$ cat config.mk
export PLATFORM = sky130hd
export DESIGN_NAME = vscale_hasti_arbiter
export DESIGN_NICKNAME = d
export VERILOG_FILES = /design/src/rtl/vscale_hasti_arbiter.sv
export SDC_FILE = /design/constraint.sdc
export NUM_CORES = 1
export LEC_CHECK = 0
export ABC_AREA = 1
export ABC_CLOCK_PERIOD_IN_PS = 12200
export BUFFER_PORTS_ARGS = -buffer_cell sky130_fd_sc_hd__buf_2
export CORE_MARGIN = 2
export CORE_UTILIZATION = 43
export DETAILED_ROUTE_END_ITERATION = 12
export PLACE_DENSITY = 0.7
export SYNTH_ARGS = -nofsm -noshare
export SYNTH_HDL_FRONTEND = slang
export SYNTH_SLANG_ARGS = --single-unit
$ cat constraint.sdc
create_clock -name clk -period 12.2 [get_ports clk]
set_input_delay 1.22 -clock clk [delete_from_list [all_inputs] [get_ports clk]]
set_output_delay 1.22 -clock clk [all_outputs]
set_load 0.05 [all_outputs]
$ cat src/rtl/vscale_hasti_arbiter.sv
// vscale_hasti_arbiter: two-master (m0 = dmem, m1 = imem) to one-slave
// HASTI/AHB-Lite arbiter. Each master has a one-entry address-phase buffer.
// A losing request is captured there, and the master is then stalled in its
// data phase rather than in its address phase.
// Config macro: VSCALE_HASTI_ARB_RR_EN selects round-robin arbitration.
// When it is undefined, m0 always wins (fixed priority).
module vscale_hasti_arbiter #(
   parameter int ADDR_WIDTH = 32,
   parameter int DATA_WIDTH = 32
) (
   input  logic                  clk,
   input  logic                  reset,
   input  logic [ADDR_WIDTH-1:0] m0_haddr,
   input  logic                  m0_hwrite,
   input  logic [2:0]            m0_hsize,
   input  logic [2:0]            m0_hburst,
   input  logic [3:0]            m0_hprot,
   input  logic                  m0_hmastlock,
   input  logic [1:0]            m0_htrans,
   input  logic [DATA_WIDTH-1:0] m0_hwdata,
   output logic [DATA_WIDTH-1:0] m0_hrdata,
   output logic                  m0_hready,
   output logic                  m0_hresp,
   input  logic [ADDR_WIDTH-1:0] m1_haddr,
   input  logic                  m1_hwrite,
   input  logic [2:0]            m1_hsize,
   input  logic [2:0]            m1_hburst,
   input  logic [3:0]            m1_hprot,
   input  logic                  m1_hmastlock,
   input  logic [1:0]            m1_htrans,
   input  logic [DATA_WIDTH-1:0] m1_hwdata,
   output logic [DATA_WIDTH-1:0] m1_hrdata,
   output logic                  m1_hready,
   output logic                  m1_hresp,
   output logic [ADDR_WIDTH-1:0] s_haddr,
   output logic                  s_hwrite,
   output logic [2:0]            s_hsize,
   output logic [2:0]            s_hburst,
   output logic [3:0]            s_hprot,
   output logic                  s_hmastlock,
   output logic [1:0]            s_htrans,
   output logic [DATA_WIDTH-1:0] s_hwdata,
   input  logic [DATA_WIDTH-1:0] s_hrdata,
   input  logic                  s_hready,
   input  logic                  s_hresp
);

   // address-phase bundle: everything a master presents alongside haddr
   typedef struct packed {
      logic [ADDR_WIDTH-1:0] haddr;
      logic                  hwrite;
      logic [2:0]            hsize;
      logic [2:0]            hburst;
      logic [3:0]            hprot;
      logic                  hmastlock;
      logic [1:0]            htrans;
   } ap_t;

   typedef enum logic [1:0] {OWN_NONE, OWN_M0, OWN_M1} owner_e;

   ap_t        m_ap   [2];
   ap_t        buf_ap [2];
   ap_t        src_ap [2];
   ap_t        s_ap, ap_q;
   logic [1:0] buf_vld, live, req, gnt, hready, hresp;
   owner_e     dp_owner;

   assign m_ap[0] = {m0_haddr, m0_hwrite, m0_hsize, m0_hburst, m0_hprot, m0_hmastlock, m0_htrans};
   assign m_ap[1] = {m1_haddr, m1_hwrite, m1_hsize, m1_hburst, m1_hprot, m1_hmastlock, m1_htrans};

   for (genvar i = 0; i < 2; i++) begin : g_m
      localparam owner_e ME = owner_e'(i + 1);

      // data-phase owner follows the slave; a buffered master is stalled
      assign hready[i] = reset ? 1'b1 : (dp_owner == ME) ? s_hready : !buf_vld[i];
      assign hresp[i]  = !reset && (dp_owner == ME) && s_hresp;
      assign live[i]   = m_ap[i].htrans[1] & hready[i];
      assign req[i]    = buf_vld[i] | live[i];
      assign src_ap[i] = buf_vld[i] ? buf_ap[i] : m_ap[i];

      // capture a sampled address phase that was not granted; release on grant
      always_ff @(posedge clk) begin
         if (reset) begin
            buf_vld[i] <= 1'b0;
            buf_ap[i]  <= '0;
         end else if (gnt[i]) begin
            buf_vld[i] <= 1'b0;
         end else if (live[i]) begin
            buf_vld[i] <= 1'b1;
            buf_ap[i]  <= m_ap[i];
         end
      end
   end

`ifdef VSCALE_HASTI_ARB_RR_EN
   logic rr_last;  // 1: m1 was granted last

   // remember the most recent winner for round-robin tie-break
   always_ff @(posedge clk) begin
      if (reset)       rr_last <= 1'b1;
      else if (gnt[0]) rr_last <= 1'b0;
      else if (gnt[1]) rr_last <= 1'b1;
   end
`endif

   // one grant per cycle, only while the slave can accept an address
   always_comb begin
      gnt = 2'b00;
      if (!reset && s_hready) begin
`ifdef VSCALE_HASTI_ARB_RR_EN
         if (req[0] && req[1]) gnt = rr_last ? 2'b01 : 2'b10;
         else                  gnt = req;
`else
         if (req[0])      gnt = 2'b01;
         else if (req[1]) gnt = 2'b10;
`endif
      end
   end

   // slave address phase: hold while stalled, else the winner, else IDLE
   always_comb begin
      s_ap = '0;
      if (!reset) begin
         if (!s_hready)   s_ap = ap_q;
         else if (gnt[0]) s_ap = src_ap[0];
         else if (gnt[1]) s_ap = src_ap[1];
      end
   end

   // last driven address phase, replayed while the slave stalls
   always_ff @(posedge clk) begin
      if (reset) ap_q <= '0;
      else       ap_q <= s_ap;
   end

   // data-phase ownership advances only when the slave completes a beat
   always_ff @(posedge clk) begin
      if (reset)         dp_owner <= OWN_NONE;
      else if (s_hready) dp_owner <= gnt[0] ? OWN_M0 : gnt[1] ? OWN_M1 : OWN_NONE;
   end

   // write data comes from whichever master owns the data phase
   always_comb begin
      s_hwdata = '0;
      if (!reset) begin
         case (dp_owner)
            OWN_M0:  s_hwdata = m0_hwdata;
            OWN_M1:  s_hwdata = m1_hwdata;
            default: s_hwdata = '0;
         endcase
      end
   end

   assign s_haddr     = s_ap.haddr;
   assign s_hwrite    = s_ap.hwrite;
   assign s_hsize     = s_ap.hsize;
   assign s_hburst    = s_ap.hburst;
   assign s_hprot     = s_ap.hprot;
   assign s_hmastlock = s_ap.hmastlock;
   assign s_htrans    = s_ap.htrans;

   assign m0_hrdata = s_hrdata;
   assign m1_hrdata = s_hrdata;
   assign m0_hready = hready[0];
   assign m1_hready = hready[1];
   assign m0_hresp  = hresp[0];
   assign m1_hresp  = hresp[1];

endmodule

# Word level (Yosys, flattened, before mapping)

Memories as Yosys holds them, arrays and structs flattened.
Index checks and enable logic that the tools add are counted.

Eq/ne operators: 2
Multiplexer cells: 29
Bitwise logic cells: 6
Reduce and logical (&&, ||, !) cells: 10

Operators with widths:

| operator                                       | number |
|---|---|
| 2-to-1 mux 46 bit                              | 8 |
| case mux 32 bit (2 select lines)               | 1 |
| 2-to-1 mux 32 bit                              | 1 |
| 2-to-1 mux 1 bit                               | 14 |
| 2-to-1 mux 2 bit                               | 5 |
| logical AND 1 bit                              | 5 |
| OR 1 bit                                       | 4 |
| OR reduction 2 bit                             | 2 |
| logical NOT 1 bit                              | 3 |
| AND 1 bit                                      | 2 |
| == test 2 x 1 -> 1 bit (second input constant) | 1 |
| == test 2 bit (second input constant)          | 1 |

Flip-flop bits (word level): 50
RAM bits: 92
Input bits: 192
Logic and storage cells: 58
Memories: 1

Memory list:

| memory | words | width | rd ports | clocked after Yosys merged registers in | write ports | line | text |
|---|---|---|---|---|---|---|---|
| buf_ap | 2     | 46    | 2        | 0                                       | 2           | 62   | `ap_t buf_ap [2];` |

# Logic depth before layout (Yosys ltp)

Gate-level depths: netlist (run 1).

Word-level depth: 12
Gate-level depth with buffers: 14

# Worst setup path after synthesis (run 1)

Ideal clock, no wire load.

Path type: input -> register
From: input s_hready
To: memory buf_ap[0][0] in the netlist's numbering, enable pin
Library setup time: 0.513 ns
Data arrival time: 5.030 ns
Setup slack: 6.657 ns
Stages: 4
Buffers on the path: 3
Path through: buf_4 -> clkbuf_1 -> clkbuf_1 -> o21ai_0

RTL lines:

| item        | line | text |
|---|---|---|
| from (decl) | 44   | `input logic s_hready,` |
| to (decl)   | 62   |  |

# Worst setup path in the final report (run 1)

From: input reset
To: output s_hmastlock

Longest elaborated chain between the ends: 10
Elaborated cells between the ends (all ways): 15
Those cells by class: 9 x mux; 4 x bitwise; 2 x reduce/logical

RTL lines:

| item                  | line | text |
|---|---|---|
| from (decl)           | 12   | `input logic reset,` |
| 2-to-1 mux 1 bit      | 75   | `assign hready[i] = reset ? 1'b1 : (dp_owner == ME) ? s_hready : !buf_vld[i];` |
| AND 1 bit             | 77   | `assign live[i] = m_ap[i].htrans[1] & hready[i];` |
| OR 1 bit              | 78   | `assign req[i] = buf_vld[i] \| live[i];` |
| 2-to-1 mux 2 bit      | 115  | `else if (req[1]) gnt = 2'b10;` |
| 2-to-1 mux 2 bit      | 114  | `if (req[0]) gnt = 2'b01;` |
| 2-to-1 mux 2 bit      | 109  | `if (!reset && s_hready) begin` |
| 2-to-1 mux 46 bit     | 126  | `else if (gnt[1]) s_ap = src_ap[1];` |
| 2-to-1 mux 46 bit     | 125  | `else if (gnt[0]) s_ap = src_ap[0];` |
| 2-to-1 mux 46 bit     | 124  | `if (!s_hready) s_ap = ap_q;` |
| 2-to-1 mux 46 bit (*) | 123  | `if (!reset) begin` |
| to (decl)             | 40   | `output logic s_hmastlock,` |

Every way passes the cells marked *; elsewhere a longest branch is shown, timed or not.

==> metrics.txt, run 1 <==
global-route wire length before repair=38300 um; Post-layout nets=1433; worst slew slack as a fraction of its limit=27.6%; sequential cell area fraction in the yosys report=44.0%; ratio of cells with drive above 1 in the final layout=between 20% and 30%; endpoint kind of the worst setup timing path=primary output; cell with the most instances after synthesis=sky130_fd_sc_hd__nand2_1; final critical path time including I/O delays and setup=5.51 ns; die area=between 20000 and 25000 sq um; clock buffer count from CTS=17; cell accounting for the most synthesized area=sky130_fd_sc_hd__edfxtp_1; Die Y-Extent=145 um; total wirelength of the detailed-routed design=24500 um; max-slew violation total from the final report=0; starting utilization of the core area=between 40 and 50%; Post-CTS Resized=0; number of levels the H-tree was split into=4; router iterations before antenna repair=5; DRT iter0 DRCs=520; prevailing post-synth register cell=sky130_fd_sc_hd__edfxtp_1; maximum clock path buffer count=2; Max Cap Viol=0; antenna violations before repair=1; source-to-sink clock delay at the later pin of the worst-skew pair=0.42 ns; arrival time at the worst endpoint=4.29 ns; fraction of the cycle the final worst path needs=approximately 45%; number of enable flip-flop cells after synthesis=slightly above 90; critical path peak fanout=99; Port-buffer cells=241; run status=finished, final reports clean; remaining design rule violation count=0; Final Total Pwr=between 1 and 1.5 mW; biggest area contributors in the synthesized netlist=sky130_fd_sc_hd__edfxtp_1 (32%), sky130_fd_sc_hd__dfxtp_1 (12%), sky130_fd_sc_hd__nand2_1 (9.5%); largest voltage drop on the vdd net=99.7 uV; total of endpoints with negative setup slack in the final report=0; die width=between 100 and 150 um; number of synthesized register bits=142; final clock skew=between 0.007 and 0.008 ns; Setup Crit Path Kind=primary input to primary output; via/cell ratio=around 5.1; number of global-route vias before repair=7331; Post-Layout Inst Area=9870 sq um; count of different cell masters after synthesis=27; maximum number of pins on one net before global-route repair=100; weighted congestion reported at the end of routability-driven placement=0.901; top cells by instance count after synthesis=sky130_fd_sc_hd__nand2_1 (216), sky130_fd_sc_hd__o21ai_0 (126), sky130_fd_sc_hd__a21oi_1 (124); gate count after technology mapping=about 1100; post-CTS setup buffer count=0; layout-stage area growth over the synthesis result=15.4%; setup TNS=0 ns; Hold Fails Final Rpt=0; total via count after detailed routing=7679; leakage power of the design=between 4 and 5 nW; ratio of total power to cell area=around 130 nW/um^2; WP data required=10.98 ns; HP Class=flop to flop; RSZ-0062 raised after global routing=no; number of clock sinks=142; syn avg cell area=between 7 and 8 sq um; Clk Tree Root Cell=sky130_fd_sc_hd__clkbuf_16; share of flip-flops with an asynchronous set or reset after synthesis=0%; CTS tree=done; element type at the critical path start=primary input; Final ANT Viol Nets=0; sum of net half-perimeters after detailed placement=17000 um; cell area after synthesis=8550 sq um; number of hold-repair buffers added at the cts stage=0; standard-cell row count=51; post-detailed-route wirelength per cell=~16 um; Placed Instance Area=between 9000 and 10000 sq um; aggregate global-route resource usage=23.2%; maximum operating frequency=181 MHz; placeable core region=19500 sq um; core occupancy in the finished layout=50.7%; post-synthesis net count=approximately 1300; area share of the largest cell type after synthesis=32.3%; clock slew at reported path FFs=0.06 ns; total of warnings raised by yosys=0; aggregate global routing overflow=0; Boundary Pins=338; slew at the pin closest to its max-slew limit=about 1.1 ns
-- critical path, stage by stage --
cell and delay [ns]:
sky130_fd_sc_hd__buf_2 0.17, sky130_fd_sc_hd__inv_4 0.72, sky130_fd_sc_hd__nand3_4 0.17, sky130_fd_sc_hd__a21oi_4 0.66, sky130_fd_sc_hd__buf_4 0.53, sky130_fd_sc_hd__nand4_1 0.18, sky130_fd_sc_hd__a21oi_1 0.27, sky130_fd_sc_hd__buf_2 0.30
-- area by class of cell --
class | count | area (sq um)
antenna | 1 | 2.50
clock inverter | 10 | 81.3
sequential | 142 | 3770
multi-input combinational | 677 | 3330
inverter | 149 | 562
clock buffer | 22 | 507
fill | 1895 | 9590
timing repair buffer | 252 | 1290
tap | 265 | 332
-- registers in the layout, indices dropped and copies added, names as in the netlist --
register and cells:
ap_q 46, buf_ap 92, buf_vld 2, dp_owner 2
-- power breakdown --
| group | internal, mW | switching [mW] |
|---|---|---|
| Clock | 0.313 | 0.200 |
| Combinational | 0.0659 | 0.184 |
| Sequential | 0.552 | 0.00903 |
| Total | 0.931 | 0.393 |
-- through the flow --
step	hold slack, ns	setup WS (ns)	instances
3_3_place_gp	0.493	6.81	1485
6_report	0.517	6.69	1518
2_1_floorplan	0.465	6.66	1114
5_1_grt	0.539	6.43	1518
3_5_place_dp	0.505	6.73	1485
4_1_cts	0.514	6.73	1517
-- final timing paths --
| kind | slack [ns] | cells after the start | start | to |
|---|---|---|---|---|
| setup reg to reg | 8.89 | 12 | dp_owner[0] | buf_ap[1][14] |
| hold reg to reg | 0.52 | 2 | dp_owner[0] | dp_owner[0] |
| setup / recovery | 6.69 | 8 | reset | s_hmastlock |
| hold / removal | 0.52 | 2 | dp_owner[0] | dp_owner[0] |
-- cell usage in the layout (no fill, tap or decap) --
cell,n
sky130_fd_sc_hd__ha_1,2
sky130_fd_sc_hd__buf_2,241
sky130_fd_sc_hd__nor2_4,1
sky130_fd_sc_hd__o21ai_1,11
sky130_fd_sc_hd__nand4_2,30
sky130_fd_sc_hd__nand3_2,3
sky130_fd_sc_hd__a21oi_4,1
sky130_fd_sc_hd__inv_2,25
sky130_fd_sc_hd__nand4_1,16
sky130_fd_sc_hd__dfxtp_2,2
sky130_fd_sc_hd__clkbuf_1,1
sky130_fd_sc_hd__clkbuf_16,19
sky130_fd_sc_hd__dfxtp_1,48
sky130_fd_sc_hd__nand3_1,47
sky130_fd_sc_hd__o31ai_1,2
sky130_fd_sc_hd__or2_2,1
sky130_fd_sc_hd__buf_4,11
sky130_fd_sc_hd__diode_2,1
sky130_fd_sc_hd__nand3_4,1
sky130_fd_sc_hd__a21oi_1,124
sky130_fd_sc_hd__bufinv_16,1
sky130_fd_sc_hd__clkbuf_8,2
sky130_fd_sc_hd__inv_4,2
sky130_fd_sc_hd__inv_1,123
sky130_fd_sc_hd__nand2_1,214
sky130_fd_sc_hd__edfxtp_1,92
sky130_fd_sc_hd__nand2_2,4
sky130_fd_sc_hd__o21ai_4,1
sky130_fd_sc_hd__clkinv_2,6
sky130_fd_sc_hd__nor3_1,3
sky130_fd_sc_hd__o21ai_0,125
sky130_fd_sc_hd__nor2_1,91
sky130_fd_sc_hd__clkinvlp_4,2
-- routing by layer --
metal | GRT usage [%] | vias up | part of all wire [%]
met2 | 40.3 | 301 | 50
met5 | 0 | - | 0
li1 | - | 3831 | -
met1 | 28.0 | 3510 | 41
met3 | 5.25 | 37 | 6.5
met4 | 8.71 | 0 | 3.1
-- logic make-up after synthesis --
family / share of synthesized area [%]
flops: 44.0
fa+ha+maj: 0.293
simple gates: 22.8
buf+inv: 17.2
compound gates: 15.6
Note: power is estimated with default switching activity, not from simulation.
==> run 2: changes to the inputs <==
--- a/config.mk
+++ b/config.mk
@@ -6,12 +6,12 @@
 export NUM_CORES = 1
 export LEC_CHECK = 0
 export ABC_AREA = 1
-export ABC_CLOCK_PERIOD_IN_PS = 12200
+export ABC_CLOCK_PERIOD_IN_PS = 4600
 export BUFFER_PORTS_ARGS = -buffer_cell sky130_fd_sc_hd__buf_2
 export CORE_MARGIN = 2
 export CORE_UTILIZATION = 43
 export DETAILED_ROUTE_END_ITERATION = 12
-export PLACE_DENSITY = 0.7
+export PLACE_DENSITY = 0.73
 export SYNTH_ARGS = -nofsm -noshare
 export SYNTH_HDL_FRONTEND = slang
 export SYNTH_SLANG_ARGS = --single-unit
==> constraint.sdc (replaced) <==
create_clock -name clk -period 4.6 [get_ports clk]
set_input_delay 0.46 -clock clk [delete_from_list [all_inputs] [get_ports clk]]
set_output_delay 0.46 -clock clk [all_outputs]
set_load 0.05 [all_outputs]
==> run 2 against run 1 <==
Compared with the run above: first-iteration DRC count grew 5.6%; count of clock-buffer cells in the layout up 2; clock power grew to 2.9 times the previous value; power grew to 2.7 times the previous value; sequential power increased to 2.7 times the previous value; via count fell by 0.42%; critical endpoint is now s_hprot[2].
==> metrics.txt, run 2 (synthesized netlist as in run 1, its figures left out) <==
maximum number of pins on one net before global-route repair=100 (unchanged); post-detailed-route wirelength per cell=15.7 um (-2.5%); global-route wire length before repair=38000 um (-0.95%); relative contribution of sequential cells to total power=41.1% (-1.3 points); largest voltage drop on the vdd net=235 uV (+140%); router iterations before antenna repair=5 (unchanged); cells along the critical path=inv_1 -> ha_1 -> buf_4 -> inv_2 -> nand2_1 -> nand3_2 -> nand2_1 -> nand2_2 -> buf_4 -> nand4_1 -> a21oi_1 -> buf_2; Post-CTS Resized=0 (unchanged); final-layout fill cell count=1887 (-0.42%); Boundary Pins=338 (unchanged); Port-buffer cells=241 (unchanged); Hold Fails Final Rpt=0 (unchanged); Placed Instance Area=9310 sq um (+0.32%); sum of net half-perimeters after detailed placement=16400 um (-3.6%); RSZ-0062 raised after global routing=no; Die Y-Extent=145 um (unchanged); Post-Layout Inst Area=9960 sq um (+0.86%); Setup Crit Path Kind=flop to primary output; starting utilization of the core area=43.9% (unchanged); multi-input gate area in the final layout=3340 sq um (about the same); ratio of total power to cell area=364 nW/um^2 (+170%); clock share of power=40.6% (+1.9 points); WP data required=4.14 ns (-6.84 ns); critical path peak fanout=34 (-66%); setup TNS=0 ns (unchanged); DRT iter0 DRCs=549 (+5.6%); leakage power of the design=4.83 nW (+0.88%); number of flip-flops under the largest register name=92 (unchanged); buffers plus inverters on the worst setup path=5 (+1); Post-layout nets=1435 (+0.14%); clock buffer count from CTS=17 (unchanged); die width=145 um (unchanged); Worst path top cell family by delay=buffers and inverters; antenna violations before repair=1 (unchanged); maximum clock path buffer count=2 (unchanged); die area=21000 sq um (unchanged); core occupancy in the finished layout=51.2% (+0.44 points); max-slew violation total from the final report=0 (unchanged); final worst hold slack=0.338 ns (-0.179 ns); ratio of cells with drive above 1 in the final layout=28.4% (+0.19 points); number of hold-repair buffers added at the cts stage=0 (unchanged); maximum operating frequency=262 MHz; most frequent cells in the layout=sky130_fd_sc_hd__buf_2 (241), sky130_fd_sc_hd__nand2_1 (213), sky130_fd_sc_hd__o21ai_0 (125); via/cell ratio=5.03 (-0.61%); CTS tree=done; P_sw=1.05 mW (+170%); fraction of the cycle the final worst path needs=82.9%; clock slew at reported path FFs=0.06 ns (about the same); number of clock sinks=142 (unchanged); placeable core region=19500 sq um (unchanged); aggregate global routing overflow=0 (unchanged); total via count after detailed routing=7647 (-0.42%); Max stage delay cell, worst path=sky130_fd_sc_hd__buf_4; worst slew slack as a fraction of its limit=27.4% (-0.20 points); aggregate global-route resource usage=22.8% (-0.40 points); total wirelength of the detailed-routed design=23900 um (-2.3%); number of global-route vias before repair=7449 (+1.6%); Max Cap Viol=0 (unchanged); total of endpoints with negative setup slack in the final report=0 (unchanged); endpoint kind of the worst setup timing path=primary output; post-CTS setup buffer count=0 (unchanged); layout-stage area growth over the synthesis result=16.4%; slew at the pin closest to its max-slew limit=1.09 ns (+0.00294 ns); final clock skew=0.00933 ns (+0.00145 ns); run status=finished, final reports clean; Combinational Power Share=18.3% (-0.6 points); FF+latch area=3770 sq um (unchanged); Int Pwr=2.58 mW (+180%); Final ANT Viol Nets=0 (unchanged); source-to-sink clock delay at the later pin of the worst-skew pair=0.43 ns (about the same); Clk Tree Root Cell=sky130_fd_sc_hd__clkbuf_16; arrival time at the worst endpoint=3.35 ns (-0.94 ns); delay of the slowest critical-path stage=0.55 ns (-0.17 ns); element type at the critical path start=flop; final critical path time including I/O delays and setup=3.81 ns; weighted congestion reported at the end of routability-driven placement=0.863 (-4.2%); leading cell type in the layout, fill and taps excluded=sky130_fd_sc_hd__buf_2; number of levels the H-tree was split into=4 (unchanged); largest register by flop count=buf_ap; largest registers=buf_ap: 92 flops, ap_q: 46 flops; standard-cell row count=51 (unchanged); HP Class=primary input to flop; remaining design rule violation count=0 (unchanged); net switching fraction of the power=28.9% (-0.81 points)
[run 2: changes by cell type in the layout (fill, tap and decap cells not counted)]
| cell | delta |
|---|---|
| sky130_fd_sc_hd__buf_12 | +1 |
| sky130_fd_sc_hd__buf_4 | +1 |
| sky130_fd_sc_hd__bufinv_16 | +1 |
| sky130_fd_sc_hd__clkbuf_1 | -1 |
| sky130_fd_sc_hd__clkbuf_8 | +3 |
| sky130_fd_sc_hd__clkinv_1 | +1 |
| sky130_fd_sc_hd__clkinv_2 | -3 |
| sky130_fd_sc_hd__clkinv_4 | +1 |
| sky130_fd_sc_hd__clkinvlp_4 | -2 |
| sky130_fd_sc_hd__diode_2 | +1 |
| sky130_fd_sc_hd__inv_4 | -1 |
| sky130_fd_sc_hd__inv_6 | +1 |
| sky130_fd_sc_hd__nand2_1 | -1 |
| sky130_fd_sc_hd__nand2_2 | +1 |
[run 2: through the flow]
| step | setup slack, ns | total power [mW] | cells |
|---|---|---|---|
| after floorplan | 1.00 | 2.13 | 1114 |
| after global placement | 1.08 | 2.17 | 1487 |
| after detailed placement | 1.05 | 2.18 | 1487 |
| after CTS | 0.814 | 3.65 | 1519 |
| after global routing | 0.580 | 3.78 | 1520 |
| final | 0.787 | 3.62 | 1521 |
[run 2: final cells by class]
class,instances,share of cell area (%)
Sequential cell,142,37.8
Multi-Input combinational cell,677,33.5
Timing Repair Buffer,254,13.2
Inverter,149,5.64
Clock buffer,24,5.47
Tap cell,265,3.33
Clock inverter,8,0.967
Antenna cell,2,0.0503
[run 2: per-layer routing]
metal | global-route usage (%) | up-vias | routed length [um]
met5 | 0 | - | 0
met4 | 10.5 | 0 | 761
met3 | 4.31 | 40 | 1500
met2 | 40.3 | 302 | 12100
met1 | 26.7 | 3467 | 9550
li1 | - | 3838 | -
[run 2: final timing paths]
path / from / endpoint / slack [ns] / depth (start not counted)
worst max-delay path: dp_owner[0] / s_hprot[2] / 0.79 / 12
worst min-delay path: m0_haddr[30] / buf_ap[0][44] / 0.34 / 3
worst max register to register: dp_owner[0] / buf_ap[1][45] / 1.45 / 11
worst min register to register: ap_q[42] / ap_q[42] / 0.53 / 2
[run 2: worst reg2reg max path, cell delays in order (launching register included)]
cell and delay (ns):
sky130_fd_sc_hd__dfxtp_1 0.33, sky130_fd_sc_hd__inv_1 0.08, sky130_fd_sc_hd__ha_1 0.15, sky130_fd_sc_hd__buf_4 0.31, sky130_fd_sc_hd__inv_2 0.08, sky130_fd_sc_hd__nand2_1 0.09
sky130_fd_sc_hd__nand3_2 0.08, sky130_fd_sc_hd__nand2_1 0.15, sky130_fd_sc_hd__nand2_2 0.26, sky130_fd_sc_hd__nand3_2 0.23, sky130_fd_sc_hd__nand3_2 0.81, sky130_fd_sc_hd__nor2_1 0.39
[run 2: power groups by stage]
stage                     logic, mW  registers (mW)  clock network [mW]
after floorplan               0.625            1.51                   0
after global placement        0.659            1.51                   0
after detailed placement      0.665            1.51                   0
after CTS                     0.668            1.49                1.50
after global routing          0.731            1.50                1.55
final                         0.664            1.49                1.47
==> run 3: changes to the inputs <==
--- a/config.mk
+++ b/config.mk
@@ -6,7 +6,7 @@
 export NUM_CORES = 1
 export LEC_CHECK = 0
 export ABC_AREA = 1
-export ABC_CLOCK_PERIOD_IN_PS = 4600
+export ABC_CLOCK_PERIOD_IN_PS = 3200
 export BUFFER_PORTS_ARGS = -buffer_cell sky130_fd_sc_hd__buf_2
 export CORE_MARGIN = 2
 export CORE_UTILIZATION = 43
==> constraint.sdc (replaced) <==
create_clock -name clk -period 3.2 [get_ports clk]
set_input_delay 0.32 -clock clk [delete_from_list [all_inputs] [get_ports clk]]
set_output_delay 0.32 -clock clk [all_outputs]
set_load 0.05 [all_outputs]
==> run 3 against run 2 <==
Compared with the run above: setup slack got worse by 0.64 ns; power rose by 40%; largest cell class unchanged; critical path depth fell by 2.
==> metrics.txt, run 3 (synthesized netlist as in run 1, its figures left out) <==
maximum operating frequency=about 330 MHz; placeable core region=19500 sq um (unchanged); Die Y-Extent=145 um (unchanged); total of endpoints with negative setup slack in the final report=0 (unchanged); setup TNS=0 ns (unchanged); WP data required=2.88 ns (-1.26 ns); element type at the critical path start=flop; source-to-sink clock delay at the later pin of the worst-skew pair=0.43 ns (about the same); maximum clock path buffer count=2 (unchanged); Post-Layout Inst Area=10100 sq um (+0.93%); final critical path time including I/O delays and setup=3.06 ns; Clk Tree Root Cell=sky130_fd_sc_hd__clkbuf_16; Setup Crit Path Kind=flop to primary output; post-detailed-route wirelength per cell=15.4 um (-2.2%); die width=145 um (unchanged); Hold Fails Final Rpt=0 (unchanged); most frequent cells in the layout=sky130_fd_sc_hd__buf_2 (240), sky130_fd_sc_hd__nand2_1 (215), sky130_fd_sc_hd__o21ai_0 (125); number of levels the H-tree was split into=4 (unchanged); global-route wire length before repair=37300 um (-1.8%); number of non-filler instances in the completed layout=1525 (+0.26%); Final ANT Viol Nets=0 (unchanged); total wirelength of the detailed-routed design=23500 um (-1.9%); largest voltage drop on the vdd net=397 uV (+69%); DRT iter0 DRCs=498 (-9.3%); remaining design rule violation count=0 (unchanged); clock buffer count from CTS=17 (unchanged); total placed cells including tap cells=1492 (+0.34%); Final Total Pwr=5.09 mW (+40%); die area=21000 sq um (unchanged); arrival time at the worst endpoint=2.74 ns (-0.61 ns); HP Class=primary input to flop; layout-stage area growth over the synthesis result=17.5%; leakage power of the design=4.88 nW (+0.96%); total via count after detailed routing=7679 (+0.42%); number of global-route vias before repair=7269 (-2.4%); Boundary Pins=338 (unchanged); critical path peak fanout=26 (-24%); number of clock sinks=142 (unchanged); aggregate global-route resource usage=22.4% (-0.33 points); router iterations before antenna repair=5 (unchanged); RSZ-0062 raised after global routing=no; number of flip-flops under the largest register name=92 (unchanged); weighted congestion reported at the end of routability-driven placement=0.870 (+0.76%); Max Cap Viol=0 (unchanged); maximum number of pins on one net before global-route repair=92 (-8.0%); CTS tree=done; via/cell ratio=5.04 (+0.16%); aggregate global routing overflow=0 (unchanged); max-slew violation total from the final report=0 (unchanged); worst slew slack as a fraction of its limit=48.0% (+21 points); final clock skew=0.0151 ns (+0.00580 ns); number of hold-repair buffers added at the cts stage=0 (unchanged); standard-cell row count=51 (unchanged); post-CTS setup buffer count=0 (unchanged); clock slew at reported path FFs=0.06 ns (about the same); starting utilization of the core area=43.9% (unchanged); Placed Instance Area=9450 sq um (+1.5%); fraction of the cycle the final worst path needs=95.5%; run status=finished, final reports clean; largest registers=buf_ap: 92 flops, ap_q: 46 flops; final worst hold slack=0.194 ns (-0.144 ns); leading cell type in the layout, fill and taps excluded=sky130_fd_sc_hd__buf_2; endpoint kind of the worst setup timing path=primary output; sum of net half-perimeters after detailed placement=16800 um (+2.4%); slew at the pin closest to its max-slew limit=0.779 ns (-0.308 ns); largest register by flop count=buf_ap; Post-CTS Resized=0 (unchanged); ratio of cells with drive above 1 in the final layout=28.6% (+0.20 points); Post-layout nets=1440 (+0.35%); Port-buffer cells=241 (unchanged); antenna violations before repair=1 (unchanged); ratio of total power to cell area=506 nW/um^2 (+39%)
[run 3: cell types whose count changed in the layout (fill, tap and decap cells not counted), moves of 2 or more]
cell / delta
sky130_fd_sc_hd__buf_12: +8
sky130_fd_sc_hd__buf_4: -2
sky130_fd_sc_hd__bufinv_16: -2
sky130_fd_sc_hd__clkinv_2: +2
sky130_fd_sc_hd__inv_4: +2
sky130_fd_sc_hd__nand2_1: +2
sky130_fd_sc_hd__nand2_2: -2
[run 3: through the flow]
step                util [%]  setup slack [ns]
CTS                     51.6             0.184
global placement        48.5             0.630
finish                  51.6             0.144
global route            51.6            0.0187
detailed placement      48.5             0.635
floorplan                  -             0.358
[run 3: final timing paths]
path	start	cells past startpoint	slack, ns	endpoint
setup / recovery	dp_owner[1]	10	0.14	s_htrans[0]
hold / removal	m1_haddr[2]	3	0.19	buf_ap[1][16]
setup reg to reg	dp_owner[1]	11	0.65	buf_ap[1][31]
hold reg to reg	dp_owner[1]	2	0.52	dp_owner[1]
[run 3: layer usage]
metal | up-vias | part of all wire [%] | GRT usage, %
met5 | - | 0 | 0
met4 | 0 | 0.96 | 5.40
met3 | 18 | 6.4 | 4.59
met2 | 298 | 52 | 40.5
met1 | 3515 | 41 | 27.4
li1 | 3848 | - | -
[run 3: power breakdown]
part	internal (mW)	switching (mW)
combinational	0.278	0.697
sequential	2.10	0.0378
clock	1.21	0.764
[run 3: final cells by class]
type,count,area (sq um)
multi-input cells,677,3330
flip-flops and latches,142,3770
clock inverters,8,45.0
repair buffers,259,1460
well taps,265,332
inverters,149,562
diodes,1,2.50
clock buffers,24,556
fillers,1845,9410
[run 3: critical path, stage by stage, from the launching register on]
cell and delay (ns):
sky130_fd_sc_hd__dfxtp_1 0.32, sky130_fd_sc_hd__inv_1 0.07, sky130_fd_sc_hd__ha_1 0.30, sky130_fd_sc_hd__inv_2 0.09, sky130_fd_sc_hd__nand2_2 0.09, sky130_fd_sc_hd__nand3_4 0.08, sky130_fd_sc_hd__a21oi_4 0.15, sky130_fd_sc_hd__buf_4 0.35
sky130_fd_sc_hd__nand4_1 0.18, sky130_fd_sc_hd__a21oi_1 0.32, sky130_fd_sc_hd__buf_2 0.33
